==> src/rtl/clock_delay_cal_m.sv <==
// clock_delay_cal_m: calibration sequencer for the programmable clock delay line.
// Sweeps ring-oscillator settings 4..6, counts oscillator edges over a window of
// 2^WINDOW_LOG2 ck_ip cycles, and keeps the shortest setting whose count is at
// or below target_ip. manual_ip bypasses calibration.
// Build macro CLKDEL_CAL_AVG_EN: two back-to-back windows per tap, averaged.
//
// state   | meaning
// IDLE    | waiting for start_ip; line in normal delayed-clock mode
// SETTLE  | oscillator enabled at current tap, 16 cycles, edges ignored
// MEASURE | edge counter running for the window
// EVAL    | compare count with target, pick tap or advance sweep
// RESTORE | oscillator off, 16 cycles for the line to flush
// DONE    | one-cycle completion pulse
module clock_delay_cal_m #(
  parameter int WINDOW_LOG2 = 10,
  parameter int CNT_W       = 12
) (
  input  logic             ck_ip,
  input  logic             rst_ip,
  input  logic             start_ip,
  input  logic [CNT_W-1:0] target_ip,
  input  logic             rosc_fb_ip,
  input  logic             manual_ip,
  input  logic [2:0]       man_del_ip,
  output logic [2:0]       intdel_op,
  output logic             rosc_op,
  output logic             cksel_op,
  output logic             busy_op,
  output logic             done_op,
  output logic             fail_op,
  output logic [2:0]       result_op,
  output logic [CNT_W-1:0] count_op
);

  typedef enum logic [2:0] {IDLE, SETTLE, MEASURE, EVAL, RESTORE, DONE} state_t;

  localparam int TMR_W = (WINDOW_LOG2 > 4) ? WINDOW_LOG2 : 4;
  localparam logic [TMR_W-1:0] SETTLE_LOAD = TMR_W'(15);
  localparam logic [TMR_W-1:0] WIN_LOAD    = TMR_W'((1 << WINDOW_LOG2) - 1);
  localparam logic [CNT_W-1:0] CNT_MAX     = {CNT_W{1'b1}};

  state_t           state, state_n;
  logic [TMR_W-1:0] tmr, tmr_n;
  logic [2:0]       tap, tap_n;
  logic [CNT_W-1:0] cnt, cnt_n, cnt_upd, meas;
  logic             calibrated, cal_n;
  logic             sync1, sync2, sync3, edge_det;
  logic [2:0]       result_n, intdel_n;
  logic [CNT_W-1:0] count_n;
  logic             fail_n, rosc_n, cksel_n, busy_n, done_n, in_cal;
`ifdef CLKDEL_CAL_AVG_EN
  logic [CNT_W:0]   sum, sum_n, sum_tot;
  logic             second_pass, second_n;
`endif

  // Bring the asynchronous oscillator tap into ck_ip and keep one delayed copy for edge detect.
  always_ff @(posedge ck_ip) begin
    if (rst_ip) begin
      sync1 <= 1'b0;
      sync2 <= 1'b0;
      sync3 <= 1'b0;
    end else begin
      sync1 <= rosc_fb_ip;
      sync2 <= sync1;
      sync3 <= sync2;
    end
  end

  assign edge_det = sync2 & ~sync3;
  assign cnt_upd  = (edge_det && (cnt != CNT_MAX)) ? cnt + 1'b1 : cnt;

`ifdef CLKDEL_CAL_AVG_EN
  assign sum_tot = sum + {1'b0, cnt};
  assign meas    = sum_tot[CNT_W:1];
`else
  assign meas    = cnt;
`endif

  // Next-state, sweep bookkeeping and next values of every registered output.
  always_comb begin
    state_n  = state;
    tmr_n    = tmr;
    tap_n    = tap;
    cnt_n    = cnt;
    cal_n    = calibrated;
    result_n = result_op;
    fail_n   = fail_op;
    count_n  = count_op;
`ifdef CLKDEL_CAL_AVG_EN
    sum_n    = sum;
    second_n = second_pass;
`endif
    case (state)
      IDLE: begin
        if (start_ip && !manual_ip) begin
          state_n = SETTLE;
          tap_n   = 3'd4;
          tmr_n   = SETTLE_LOAD;
        end
      end
      SETTLE: begin
        if (tmr != '0) tmr_n = tmr - 1'b1;
        else begin
          state_n = MEASURE;
          tmr_n   = WIN_LOAD;
          cnt_n   = '0;
`ifdef CLKDEL_CAL_AVG_EN
          second_n = 1'b0;
`endif
        end
      end
      MEASURE: begin
        cnt_n = cnt_upd;
        if (tmr != '0) tmr_n = tmr - 1'b1;
        else begin
`ifdef CLKDEL_CAL_AVG_EN
          if (!second_pass) begin
            second_n = 1'b1;
            sum_n    = {1'b0, cnt_upd};
            cnt_n    = '0;
            tmr_n    = WIN_LOAD;
          end else begin
            state_n = EVAL;
          end
`else
          state_n = EVAL;
`endif
        end
      end
      EVAL: begin
        count_n = meas;
        if (meas <= target_ip) begin
          result_n = tap;
          fail_n   = 1'b0;
          state_n  = RESTORE;
          tmr_n    = SETTLE_LOAD;
        end else if (tap < 3'd6) begin
          tap_n   = tap + 1'b1;
          state_n = SETTLE;
          tmr_n   = SETTLE_LOAD;
        end else begin
          result_n = 3'd6;
          fail_n   = 1'b1;
          state_n  = RESTORE;
          tmr_n    = SETTLE_LOAD;
        end
      end
      RESTORE: begin
        if (tmr != '0) tmr_n = tmr - 1'b1;
        else begin
          state_n = DONE;
          cal_n   = 1'b1;
        end
      end
      DONE:    state_n = IDLE;
      default: state_n = IDLE;
    endcase

    // Override wins from any state and leaves the previous calibration untouched.
    if (manual_ip) begin
      state_n  = IDLE;
      cal_n    = calibrated;
      result_n = result_op;
      fail_n   = fail_op;
      count_n  = count_op;
    end

    in_cal = (state_n == SETTLE) || (state_n == MEASURE) ||
             (state_n == EVAL)   || (state_n == RESTORE);
    busy_n = in_cal;
    done_n = (state_n == DONE);
    rosc_n = (state_n == SETTLE) || (state_n == MEASURE) || (state_n == EVAL);
    if (in_cal) begin
      intdel_n = tap_n;
      cksel_n  = 1'b0;
    end else if (manual_ip) begin
      intdel_n = man_del_ip;
      cksel_n  = 1'b1;
    end else if (cal_n) begin
      intdel_n = result_n;
      cksel_n  = 1'b1;
    end else begin
      intdel_n = 3'd0;
      cksel_n  = 1'b0;
    end
  end

  // State, timer, counter and all outputs registered together.
  always_ff @(posedge ck_ip) begin
    if (rst_ip) begin
      state      <= IDLE;
      tmr        <= '0;
      tap        <= 3'd0;
      cnt        <= '0;
      calibrated <= 1'b0;
      intdel_op  <= 3'd0;
      rosc_op    <= 1'b0;
      cksel_op   <= 1'b0;
      busy_op    <= 1'b0;
      done_op    <= 1'b0;
      fail_op    <= 1'b0;
      result_op  <= 3'd0;
      count_op   <= '0;
`ifdef CLKDEL_CAL_AVG_EN
      sum         <= '0;
      second_pass <= 1'b0;
`endif
    end else begin
      state      <= state_n;
      tmr        <= tmr_n;
      tap        <= tap_n;
      cnt        <= cnt_n;
      calibrated <= cal_n;
      intdel_op  <= intdel_n;
      rosc_op    <= rosc_n;
      cksel_op   <= cksel_n;
      busy_op    <= busy_n;
      done_op    <= done_n;
      fail_op    <= fail_n;
      result_op  <= result_n;
      count_op   <= count_n;
`ifdef CLKDEL_CAL_AVG_EN
      sum         <= sum_n;
      second_pass <= second_n;
`endif
    end
  end

endmodule
==> config.mk <==
export PLATFORM = sky130hd
export DESIGN_NAME = clock_delay_cal_m
export DESIGN_NICKNAME = d
export VERILOG_FILES = /design/src/rtl/clock_delay_cal_m.sv
export SDC_FILE = /design/constraint.sdc
export NUM_CORES = 1
export LEC_CHECK = 0
export ABC_CLOCK_PERIOD_IN_PS = 4700
export BUFFER_PORTS_ARGS = -buffer_cell sky130_fd_sc_hd__buf_2
export CORE_MARGIN = 2
export CORE_UTILIZATION = 50
export CTS_CLUSTER_DIAMETER = 30
export CTS_CLUSTER_SIZE = 24
export DETAILED_ROUTE_END_ITERATION = 6
export GPL_ROUTABILITY_DRIVEN = 0
export PLACE_DENSITY = 0.71
export SLEW_MARGIN = 15
export SYNTH_ARGS = -nofsm -noshare
export SYNTH_HDL_FRONTEND = slang
export SYNTH_SLANG_ARGS = --single-unit
==> constraint.sdc <==
create_clock -name ck_ip -period 4.7 [get_ports ck_ip]
set_clock_uncertainty 0.2 [all_clocks]
set_input_delay 0.705 -clock ck_ip [delete_from_list [all_inputs] [get_ports ck_ip]]
set_output_delay 0.705 -clock ck_ip [all_outputs]
set_load 0.01 [all_outputs]
==> impl_metrics.toml <==
[sta]
slew_headroom_pct = 45.1
final.min_clock_period_ns = 2.93
min_period_over_period_pct = 62.4
fmax_mhz = 341
tightest_slew_ns = 0.823
total_count_of_max_transition_violations_in_the_final_report = 0
unrepaired_setup_endpoints_after_global_routing = "false"
timing.setup.tns_ns = 0
hold_viol_final = 0
setup_viol = 0

[routing]
num_vias = 2710
post_drt_wl_per_cell_um = 13.6
routed_via_density = 5.54
routed-wl-met3_um = 245
route.met2.wl_um = 3080
finalWirelength_um = 6660
detail_route.drc_violations = 0
wl_met1_um = 3260
detail_route.first_pass.iterations = 4
drtIter0Drc = 154
topRoutingLayerUsed = "met4"
drtAntennaViolNets = 0

[clock_network]
cts_buffer_depth = 2
clk_slew_on_worst_s_h_paths_ns = 0.10
cts.repair.resized = 0
cts_hold_buf = 0
cts-htree-levels = 2
cts_sinks = 55
clock_latency_ns = 0.31
postCtsSetupBuffers = 0
numCtsBuffers = 5
cts_tree = "built"
clockRootBuffer = "sky130_fd_sc_hd__clkbuf_8"

[die]
die_boundary_height_um = 81.2
floorplan.initialDensity_pct = 50.9
core_area_sq_um = 5850
top_level_ports = 43
standard_cell_rows = 28
fp.dieArea_sq_um = 6590
chipWidth_um = 81.2

[critical_path]
timing.reg2reg.worst_path_depth = 6
type_of_the_worst_setup_path = "flop to flop"
worst_path_most_repeated_cell = "sky130_fd_sc_hd__nand2_1"
crit_path_end = "intdel_op[2]"
crit_path_start_kind = "flop"
critical_path.max_fanout = 18
crit_path_cell_trace = "nand2_1 -> nor2_1 -> nand2_1 -> or3_1 -> nand3_1 -> o211ai_1"
timing.critical_path.required_ns = 4.70
timing.critical_path.arrival_ns = 2.94
rr_endpoint = "intdel_op[2]"
critPathCaptureType = "flop"
crit_path_top_delay_cell = "sky130_fd_sc_hd__dfxtp_1"
r2r-start = "state[1]"
startpoint = "state[1]"
regToRegSetupSlack_ns = 1.77
critical_path.max_stage_delay_ns = 0.70

[yosys]
postSynthRegisterBits = 55
synthesis.yosys.warnings = 0
synthDominantCellAreaShare_pct = 37.0
synthCells = 382
library_cell_occupying_the_most_area_in_the_post_synthesis_netlist = "sky130_fd_sc_hd__dfxtp_1"
ys_seq_area_share_pct = 37.0
synth_commonest_cells = "55 x sky130_fd_sc_hd__dfxtp_1, 50 x sky130_fd_sc_hd__nand2_1, 46 x sky130_fd_sc_hd__nor2_1"
netlist-cell-type-count = 60
syn_nets = 418
top_count_cell_post_synth = "sky130_fd_sc_hd__dfxtp_1"
synth-edff-count = 0
synthFlopType = "sky130_fd_sc_hd__dfxtp_1"
synthesis.area_sq_um = 2980
ys_async_sr_fraction_pct = 0
synth_area_per_cell_sq_um = 7.79
netlist_top_cells_area = "sky130_fd_sc_hd__dfxtp_1 37%, sky130_fd_sc_hd__a21oi_1 6.7%, sky130_fd_sc_hd__ha_1 6.7%"

[power]
post-layout-total-power_mw = 0.931
p_leak_nw = 1.39
power.density_nw_per_um2 = 281
power.ir.vdd_worst_uv = 153

[global_route]
via_count_of_the_first_global_routing_pass = 2423
gr-total-overflow = 0
initial_antenna_violation_count = 0
grt_start_max_net_pins = 46
global_route.usage.total_pct = 21.1
grt_first_pass_wirelength_um = 11100

[placed_design]
placed_area_sq_um = 3200
numPortBuffers = 42
numPlacedInstances = 481
hpwl_um = 4740

[finish]
layout.nets = 449
syn_to_final_growth_pct = 11.2
design_area_sq_um = 3310
fin_cells = 489
share_of_final_layout_standard_cells_stronger_than_drive_strength_1_pct = 16.2
antenna_cells = 0

[min_path]
worst_hold_path_type = "flop to flop"

[flow_run]
max-cap-violations = 0

[status]
status = "finished, final reports clean"
## metal layers
metal | vias up | global-route usage, %
li1 | 1398 | -
met2 | 55 | 34.4
met3 | 9 | 3.67
met4 | 0 | 6.44
met1 | 1248 | 28.5
met5 | - | 0
## cells in the final DEF, fill, tap and decap left out, drive strengths merged, types with 4 or more instances in the layout
master and instances:
nand4 8, ha 16, nand2b 5, nand3 10
a21oi 41, dfxtp 55, nor2b 7, o21ai 10
clkbuf 5, nor2 46, nor3b 4, nor4 4
a31oi 9, nor3 24, buf 43, or3 6
xnor2 7, nand2 50, inv 22
## critical path: cells and delay by family (launching register included)
family | cells | cell delay [ns]
DFF | 1 | 0.70
and+or+nand+nor | 5 | 1.83
AOI/OAI and AO/OA | 1 | 0.09
## worst min path at each step
stage	cells past startpoint	endpoint	startpoint
after global placement	1	sync2	sync1
final	1	sync2	sync1
after global routing	1	sync2	sync1
after floorplan	1	sync2	sync1
after detailed placement	1	sync2	sync1
after CTS	1	sync2	sync1
## cell families (layout without fill, tap and decap cells)
kind of cell    after synthesis  in the layout  synth area share (%)
compound gates               84             84                  17.9
xor+xnor                      9              9                  2.65
fa+ha+maj                    16             16                  6.73
buf+inv                      41             73                  5.80
flops                        55             55                  37.0
mux                           1              1                 0.336
simple gates                176            176                  29.6
## flip-flops by register name, summed over array words and instances (netlist names)
| signal | cells |
|---|---|
| result_op | 3 |
| busy_op | 1 |
| tap | 3 |
| intdel_op | 3 |
| count_op | 12 |
| cksel_op | 1 |
| done_op | 1 |
| state | 3 |
| cnt | 12 |
| calibrated | 1 |
| sync1 | 1 |
| tmr | 10 |
| sync2 | 1 |
| fail_op | 1 |
| rosc_op | 1 |
| sync3 | 1 |
## where the power goes
part / switching (mW) / internal, mW
Clock: 0.163 / 0.159
Sequential: 0.0138 / 0.478
Combinational: 0.0689 / 0.0488
## through the flow
stage / hold WS (ns) / util (%) / worst slack [ns]
finish: 0.250 / 56.6 / 1.77
global route: 0.274 / 56.6 / 1.56
CTS: 0.253 / 56.6 / 1.78
detailed placement: 0.227 / 54.7 / 1.69
global placement: 0.218 / 54.7 / 1.73
floorplan: 0.214 / - / 1.99
## final cells by class
cell class	count	area, sq um
fill	566	2540
multi-input combinational	286	1700
sequential	55	1100
timing repair buffer	43	218
tap	75	93.8
inverter	22	82.6
clock buffer	5	68.8
clock inverter	3	43.8
(Power assumes the default switching activity.)
